`src/rtl/bcd_converter_seq_if.sv`:
```
// Start/done handshake and result bus between a requester and the
// sequential binary-to-BCD converter.
interface bcd_converter_seq_if #(
    parameter int BIN_WIDTH = 8,
    parameter int DIGITS    = 3
);
    logic                           start;
    logic [BIN_WIDTH-1:0]           binary;
    logic                           busy;
    logic                           done;
    logic [4*DIGITS-1:0]            bcd;
    logic                           overflow;
    logic [$clog2(DIGITS+1)-1:0]    sig_digits;

    modport master (
        output start, binary,
        input  busy, done, bcd, overflow, sig_digits
    );

    modport slave (
        input  start, binary,
        output busy, done, bcd, overflow, sig_digits
    );
endinterface

```
`src/rtl/bcd_converter_seq.sv`:
```
// Sequential binary-to-BCD converter (shift-and-add-3). One bit of the
// binary value is consumed per clock; results are registered on done.
//
//   state | meaning
//   ------+-----------------------------------------------------------
//   IDLE  | waiting for start; results hold their last values
//   SHIFT | one correct-and-shift step per cycle, BIN_WIDTH steps total
module bcd_converter_seq #(
    parameter int BIN_WIDTH = 8,
    parameter int DIGITS    = 3
) (
    input  logic            clk,
    input  logic            rst_n,
    bcd_converter_seq_if.slave bus
);
    localparam int BW = 4 * DIGITS;
    localparam int CW = $clog2(BIN_WIDTH + 1);
    localparam int SW = $clog2(DIGITS + 1);

    typedef enum logic {IDLE, SHIFT} state_t;

    state_t               state;
    logic [BIN_WIDTH-1:0] shreg;
    logic [BW-1:0]        work;
    logic                 ovf_acc;
    logic [CW-1:0]        cnt;

    logic                 busy_r;
    logic                 done_r;
    logic [BW-1:0]        bcd_r;
    logic                 ovf_r;
    logic [SW-1:0]        sig_r;

    logic [BW-1:0]           corrected;
    logic [BW+BIN_WIDTH-1:0] shifted;
    logic [BW-1:0]           work_next;
    logic [BIN_WIDTH-1:0]    shreg_next;
    logic                    ovf_next;
    logic [SW-1:0]           sig_next;

    // Add-3 correction on every digit in parallel, then shift the whole
    // {digits, remainder} field left by one. A 1 leaving the top digit
    // means the value needs more than DIGITS digits.
    always_comb begin
        corrected = work;
        for (int i = 0; i < DIGITS; i++) begin
            if (work[4*i +: 4] >= 4'd5) begin
                corrected[4*i +: 4] = work[4*i +: 4] + 4'd3;
            end
        end
        shifted    = {corrected, shreg} << 1;
        work_next  = shifted[BW+BIN_WIDTH-1 -: BW];
        shreg_next = shifted[BIN_WIDTH-1:0];
        ovf_next   = ovf_acc | corrected[BW-1];
    end

    // Significant-digit count from the truncated digits; zero still shows one digit.
    always_comb begin
        sig_next = SW'(1);
        for (int i = 0; i < DIGITS; i++) begin
            if (work_next[4*i +: 4] != 4'd0) begin
                sig_next = SW'(i + 1);
            end
        end
    end

    // Control FSM with registered handshake and result outputs.
    always_ff @(posedge clk) begin
        if (!rst_n) begin
            state   <= IDLE;
            shreg   <= '0;
            work    <= '0;
            ovf_acc <= 1'b0;
            cnt     <= '0;
            busy_r  <= 1'b0;
            done_r  <= 1'b0;
            bcd_r   <= '0;
            ovf_r   <= 1'b0;
            sig_r   <= SW'(1);
        end else begin
            done_r <= 1'b0;
            case (state)
                IDLE: begin
                    if (bus.start) begin
                        shreg   <= bus.binary;
                        work    <= '0;
                        ovf_acc <= 1'b0;
                        cnt     <= '0;
                        busy_r  <= 1'b1;
                        state   <= SHIFT;
                    end
                end
                SHIFT: begin
                    shreg   <= shreg_next;
                    work    <= work_next;
                    ovf_acc <= ovf_next;
                    cnt     <= cnt + CW'(1);
                    if (cnt == CW'(BIN_WIDTH - 1)) begin
                        bcd_r  <= work_next;
                        ovf_r  <= ovf_next;
                        sig_r  <= sig_next;
                        done_r <= 1'b1;
                        busy_r <= 1'b0;
                        state  <= IDLE;
                    end
                end
                default: state <= IDLE;
            endcase
        end
    end

    assign bus.busy       = busy_r;
    assign bus.done       = done_r;
    assign bus.bcd        = bcd_r;
    assign bus.overflow   = ovf_r;
    assign bus.sig_digits = sig_r;
endmodule

```
`src/flat_wrapper.sv`:
```
// flat-port wrapper written by rule: the top's interface ports become plain ports
module bcd_converter_seq_flat 
#(
    parameter int BIN_WIDTH = 8,
    parameter int DIGITS    = 3
)
  (clk, rst_n, bus_start, bus_binary, bus_busy, bus_done, bus_bcd, bus_overflow, bus_sig_digits);
  bcd_converter_seq_if #(.BIN_WIDTH(BIN_WIDTH), .DIGITS(DIGITS)) bus_i ();
  input  logic clk;
  input  logic rst_n;
  input wire logic [$bits(bus_i.start)-1:0] bus_start;
  input wire logic [$bits(bus_i.binary)-1:0] bus_binary;
  output wire logic [$bits(bus_i.busy)-1:0] bus_busy;
  output wire logic [$bits(bus_i.done)-1:0] bus_done;
  output wire logic [$bits(bus_i.bcd)-1:0] bus_bcd;
  output wire logic [$bits(bus_i.overflow)-1:0] bus_overflow;
  output wire logic [$bits(bus_i.sig_digits)-1:0] bus_sig_digits;
  assign bus_i.start = bus_start;
  assign bus_i.binary = bus_binary;
  assign bus_busy = bus_i.busy;
  assign bus_done = bus_i.done;
  assign bus_bcd = bus_i.bcd;
  assign bus_overflow = bus_i.overflow;
  assign bus_sig_digits = bus_i.sig_digits;
  bcd_converter_seq #(.BIN_WIDTH(BIN_WIDTH), .DIGITS(DIGITS)) u_core (.clk(clk), .rst_n(rst_n), .bus(bus_i));
endmodule
```
`config.mk`:
```
export PLATFORM = sky130hd
export DESIGN_NAME = bcd_converter_seq_flat
export DESIGN_NICKNAME = d
export VERILOG_FILES = /design/src/rtl/bcd_converter_seq_if.sv /design/src/rtl/bcd_converter_seq.sv /design/src/flat_wrapper.sv
export SDC_FILE = /design/constraint.sdc
export NUM_CORES = 1
export LEC_CHECK = 0
export ABC_CLOCK_PERIOD_IN_PS = 1500
export CAP_MARGIN = 0
export CORE_UTILIZATION = 45
export CTS_CLUSTER_SIZE = 14
export DETAILED_ROUTE_END_ITERATION = 12
export PLACE_DENSITY_LB_ADDON = 0.05
export SLEW_MARGIN = 10
export SYNTH_ARGS = -nofsm -noshare
export SYNTH_HDL_FRONTEND = slang
export SYNTH_SLANG_ARGS = --single-unit
```
`constraint.sdc`:
```
create_clock -name clk -period 1.5 [get_ports clk]
set_input_delay 0.225 -clock clk [delete_from_list [all_inputs] [get_ports clk]]
set_output_delay 0.225 -clock clk [all_outputs]
set_load 0.005 [all_outputs]
```
## Yosys cells after proc, flatten, opt, wreduce, memory -nomap -nowiden

Index checks and enable logic that the tools add are counted.

| cells by class | value |
|---|---|
| add/subtract/negate cells | 4 |
| magnitude comparators | 3 |
| equality and inequality tests | 3 |
| muxes and demuxes | 20 |
| bitwise gates (word level) | 2 |
| reductions and logical operators | 5 |

Operators by type and width:

| cell | number |
|---|---|
| 12-bit one-hot mux with 2 select lines | 1 |
| 4-bit two-way mux | 4 |
| 8-bit one-hot mux with 2 select lines | 1 |
| 4-bit by 2-bit adder with 4-bit output (second input constant) | 3 |
| 4-bit by 3-bit >= comparator with 1-bit output (second input constant) | 3 |
| 12-bit two-way mux | 1 |
| 8-bit two-way mux | 1 |
| 4-bit one-hot mux with 2 select lines | 1 |
| 4-bit nonzero test | 2 |
| 1-bit two-way mux | 6 |
| 1-bit one-hot mux with 2 select lines | 3 |
| 2-bit AND reduction | 3 |
| 4-bit by 1-bit adder with 4-bit output (second input constant) | 1 |
| 4-bit by 3-bit equality test with 1-bit output (second input constant) | 1 |
| 2-bit two-way mux | 2 |
| 2-bit != test (second input constant) | 2 |
| 1-bit NOT | 1 |
| 1-bit OR | 1 |

| storage, ports and cells | value |
|---|---|
| flip-flop bits (word level) | 43 |
| input bits | 11 |
| output and inout port bits | 17 |

## Depth between registers and ports, before layout

| depth | value |
|---|---|
| depth after elaboration | 5 |
| mapped depth | 7 |

## Least setup slack after synthesis

No wires, ideal clock.

| timing | value |
|---|---|
| kind | reg-to-reg |
| from | register u_core.work[8] |
| to | register u_core.sig_r[0] (netlist: u_core.bus.sig_digits[0]) |
| library setup time | 0.079 ns |
| arrival | 1.522 ns |
| data required time | 1.421 ns |
| setup slack | -0.101 ns |
| cell stages (with the launch flop) | 8 |
| buffers on the path | 0 |
| cell sequence | dfxtp_1 inv_1 ha_1 nand2b_2 a21oi_4 mux2i_1 nor4b_4 o211ai_1 |

| on the way | value |
|---|---|
| word-level cells in the longest chain between the ends | 4 |
| elaborated cells on any way between the ends | 5 |

RTL lines:

| what | RTL line | text |
|---|---|---|
| start, declared | bcd_converter_seq.sv:24 | `logic [BW-1:0] work;` |
| start signal, assigned | bcd_converter_seq.sv:95 | `work <= work_next;` |
| 4-bit by 2-bit adder with 4-bit output / 4-bit by 3-bit >= comparator with 1-bit output (equally long branches) | bcd_converter_seq.sv:48, bcd_converter_seq.sv:47 |  |
| 4-bit two-way mux * | bcd_converter_seq.sv:47 | `if (work[4*i +: 4] >= 4'd5) begin` |
| 4-bit nonzero test * | bcd_converter_seq.sv:61 | `if (work_next[4*i +: 4] != 4'd0) begin` |
| 2-bit two-way mux * | bcd_converter_seq.sv:61 |  |
| end signal, assigned | bcd_converter_seq.sv:101 | `sig_r <= sig_next;` |
| end, declared | bcd_converter_seq.sv:32 | `logic [SW-1:0] sig_r;` |

Every way passes the cells marked *; elsewhere a longest branch is shown, timed or not.
A chain may end at the register's enable or synchronous reset.

## Worst setup path after layout

| timing | value |
|---|---|
| from | register u_core.work[9] |
| to | register u_core.sig_r[1] (netlist: u_core.bus.sig_digits[1]) |

The elaborated chain is that of the path after synthesis.

==> impl_results.md <==
- Global-route wire length before repair: 7.85 mm
- H-tree level count: 2
- Class of the worst hold path: reg2reg
- Largest net degree at the start of global routing: 23
- Worst Skew: about 0.009 ns
- Crit Path Max Fanout: 4
- Std-Cell Core Area: ~4400 um^2
- VDD IR-drop max: ~680 uV
- Slew at the pin closest to its max-slew limit: 0.381 ns
- Non-filler cells, final: 350
- Achievable Freq: about 650 MHz
- Worst path max stage delay: 0.34 ns
- CP Class: reg2reg
- Wirelength per Cell: roughly 14 um
- Residual DRC: 0
- Pleak: 1.29 nW
- P_int: between 0.0015 and 0.002 W
- TritonCTS Buffers: 5
- Fin. max-slew vios: 0
- Slowest-stage cell, CP: dfxtp_2
- Post-synth net total: 251
- Total net switching power: ~0.00051 W
- Post-synth EDFFs: 0
- Netlist Area Pre-Place: between 2000 and 2500 um^2
- Initial core utilization: a little under half
- Std cell rows: 24
- ANT cells: 0
- Violated checks: setup timing
- Dpl ws: -0.0529 ns
- Min Tclk post-route: about 1.5 ns
- Final Cycle Share: 102%
- Cell area power density: around 700 nW/um^2
- IO Pins: 28
- Die width: ~70 um
- Layout cell share with drive strength beyond 1: 29.5%
- Ys async rst share: 0%
- Max_slew headroom: between 70 and 80%
- WP data arrival: 1.70 ns
- ANT nets after route: 0
- Dpl cells: 337
- Nets: 315
- Hold Vio Cnt, Final: 0
- CP Cell Sequence: inv_2 -> buf_6 -> ha_4 -> nand2b_4 -> a21oi_4 -> mux2i_4 -> nor4b_4 -> a41oi_2
- Seq/Total Area, Yosys: between 40% and 50%
- # clock sinks: 43
- CTS Root Cell: clkbuf_8
- Seq cells post-synth: 43
- Cells after Synth: about 230
- Yosys warnings: 0
- Comb pwr share: approximately a tenth
- Total negative setup slack: -0.0345 ns
- Post-DP Area: between 2000 and 3000 um^2
- All-Layer GR Usage: between 10% and 20%
- Max-Cap Viols: 0
- Clock Pin Slew Worst Setup and Hold Paths: around 0.09 ns
- Via-per-instance ratio: 5.27
- Setup slack after layout: -0.0318 ns
- TritonCTS clock tree: yes
- Reg power frac: 55.9%
- Final instance area: a little under 3000 um^2
- Bufs and invs on worst path: 2
- Die area: 4930 um^2
- Run status: complete, but fails checks
- Startpoint types: flip-flop
- Post-Syn Area per Cell: between 8 and 9 um^2
- DR iter-0 viols: between 50 and 60
- Clk buf depth: 2
- Total global routing overflow: 0
- Worst Path Required: 1.67 ns
- Area grow syn2layout: 41.4%
- DR vias: about 1,800
- GP Congestion: ~0.83
- HPWL Detailed: approximately 3.2 mm
- PortBufs: 27
- Clock Power Share: approximately a third
- Switching Fraction: 24.3%
- WL final: roughly 4.7 mm
- CP top delay family: flip-flops
- Vias in the first global route: 1,680
- Clock Latency Late Sink: 0.30 ns
- RSZ-0062 raised after global routing: yes
- Initial DRT Pass Iterations: 4
- Setup crit end kind: flip-flop
- Die Y: 70.2 um
- Predominant post-synthesis flop cell: dfxtp_1
- Finish-stage setup viols: 2
- Initial antenna violation count: 0
- Count of cell types in the netlist: 37
- Total chip power: 0.00212 W
worst reg2reg max path, delay by kind of cell, from the launching register on:
kind,cells,cell delay [ns]
simple gates,2,0.33
fa+ha+maj,1,0.17
flops,1,0.34
compound gates,2,0.20
buf+inv,2,0.16
mux,1,0.20
synthesized netlist by cell type, types with 2 or more instances:
cell type / number / area, um^2
a21boi_0: 2 / 15.0
a21boi_1: 7 / 52.6
a21oi_1: 18 / 90.1
and2_1: 2 / 12.5
buf_2: 6 / 30.0
clkbuf_1: 7 / 26.3
dfxtp_1: 43 / 861
ha_1: 7 / 87.6
inv_1: 6 / 22.5
inv_2: 2 / 7.51
mux2i_1: 13 / 130
nand2_1: 33 / 124
nand2b_1: 2 / 12.5
nand3_1: 4 / 20.0
nor2_1: 10 / 37.5
nor2b_1: 10 / 62.6
nor3_1: 9 / 45.0
nor3b_1: 9 / 67.6
nor4b_4: 2 / 47.6
o211a_1: 12 / 120
o21a_1: 3 / 22.5
o21ai_0: 9 / 45.0
xnor2_1: 3 / 26.3
flip-flops by register name, indices dropped and copies added, names as in the netlist:
| name | cells |
|---|---|
| u_core.cnt | 4 |
| u_core.bus.busy | 1 |
| u_core.state | 1 |
| u_core.bus.overflow | 1 |
| u_core.ovf_acc | 1 |
| u_core.shreg | 8 |
| u_core.work | 12 |
| u_core.bus.done | 1 |
| u_core.bus.bcd | 12 |
| u_core.bus.sig_digits | 2 |
cell usage in the layout, fill, tap and decap left out, drive strengths merged:
cell type      instances
mux2                   1
mux2i                 13
and3                   1
o21ai                 10
xnor2                  3
nor2b                 10
o2111ai                1
and2                   2
nand4b                 1
dfxtp                 43
clkinv                 1
nand2                 33
ha                     7
o21a                   3
a41oi                  1
a211oi                 1
clkinvlp               1
a31oi                  1
nor3b                  9
buf                   44
o211a                 12
o211ai                 1
clkdlybuf4s50         27
nand4                  1
a21oi                 19
a21o                   1
inv                    8
clkbuf                 6
a21boi                 9
nor2                  10
nand2b                 3
nor3                   9
nor4b                  2
nand3                  4
path summary, 6_finish.rpt:
kind / startpoint / slack [ns] / cells past startpoint / to
min reg2reg: u_core.bus.bcd[10] / 0.45 / 2 / u_core.bus.bcd[10]
min: u_core.bus.bcd[10] / 0.45 / 2 / u_core.bus.bcd[10]
max: u_core.work[9] / -0.03 / 8 / u_core.bus.sig_digits[1]
max reg2reg: u_core.work[9] / -0.03 / 8 / u_core.bus.sig_digits[1]
per-stage QoR:
stage / util [%] / hold WS, ns
finish: 67.1 / 0.454
global route: 67.1 / 0.486
CTS: 64.2 / 0.457
detailed placement: 61.0 / 0.445
global placement: 61.0 / 0.443
floorplan: - / 0.367
logic make-up after synthesis:
kind of cell,synth area share [%]
multiplexers,6.75
AO/OA/AOI/OAI,19.7
AND/OR/NAND/NOR,22.7
XOR/XNOR,1.26
flip-flops,41.1
buffers and inverters,4.30
adder cells (fa/ha/maj),4.18
metal layers:
| layer | GRT usage [%] | vias to the layer above | share of wire (%) |
|---|---|---|---|
| met5 | 0 | - | 0 |
| met4 | 4.67 | 0 | 0.91 |
| met3 | 4.33 | 6 | 2.2 |
| met2 | 31.7 | 20 | 47 |
| met1 | 27.0 | 875 | 50 |
| li1 | - | 945 | - |
cell type report:
cell class / instances / area [um^2]
fill: 374 / 1450
multi-input combinational: 168 / 1290
sequential: 43 / 868
timing repair buffer: 71 / 621
clock buffer: 6 / 72.6
tap: 52 / 65.1
inverter: 8 / 35.0
clock inverter: 2 / 12.5
power by group through the flow:
stage / clock [W] / combinational [W] / sequential, W
detailed placement: 0 / 0.000199 / 0.00121
global placement: 0 / 0.000198 / 0.00121
global route: 0.000800 / 0.000226 / 0.00119
CTS: 0.000751 / 0.000200 / 0.00118
finish: 0.000728 / 0.000205 / 0.00118
floorplan: 0 / 0.000112 / 0.00121
what timing repair did:
action,CTS,global route
gates cloned,0,1
setup buffers,1,3
resized for setup,12,26
pin swaps,1,8
setup endpoints to repair,9,22
hold buffers,0,0
Note: power is estimated with default switching activity, not from simulation.
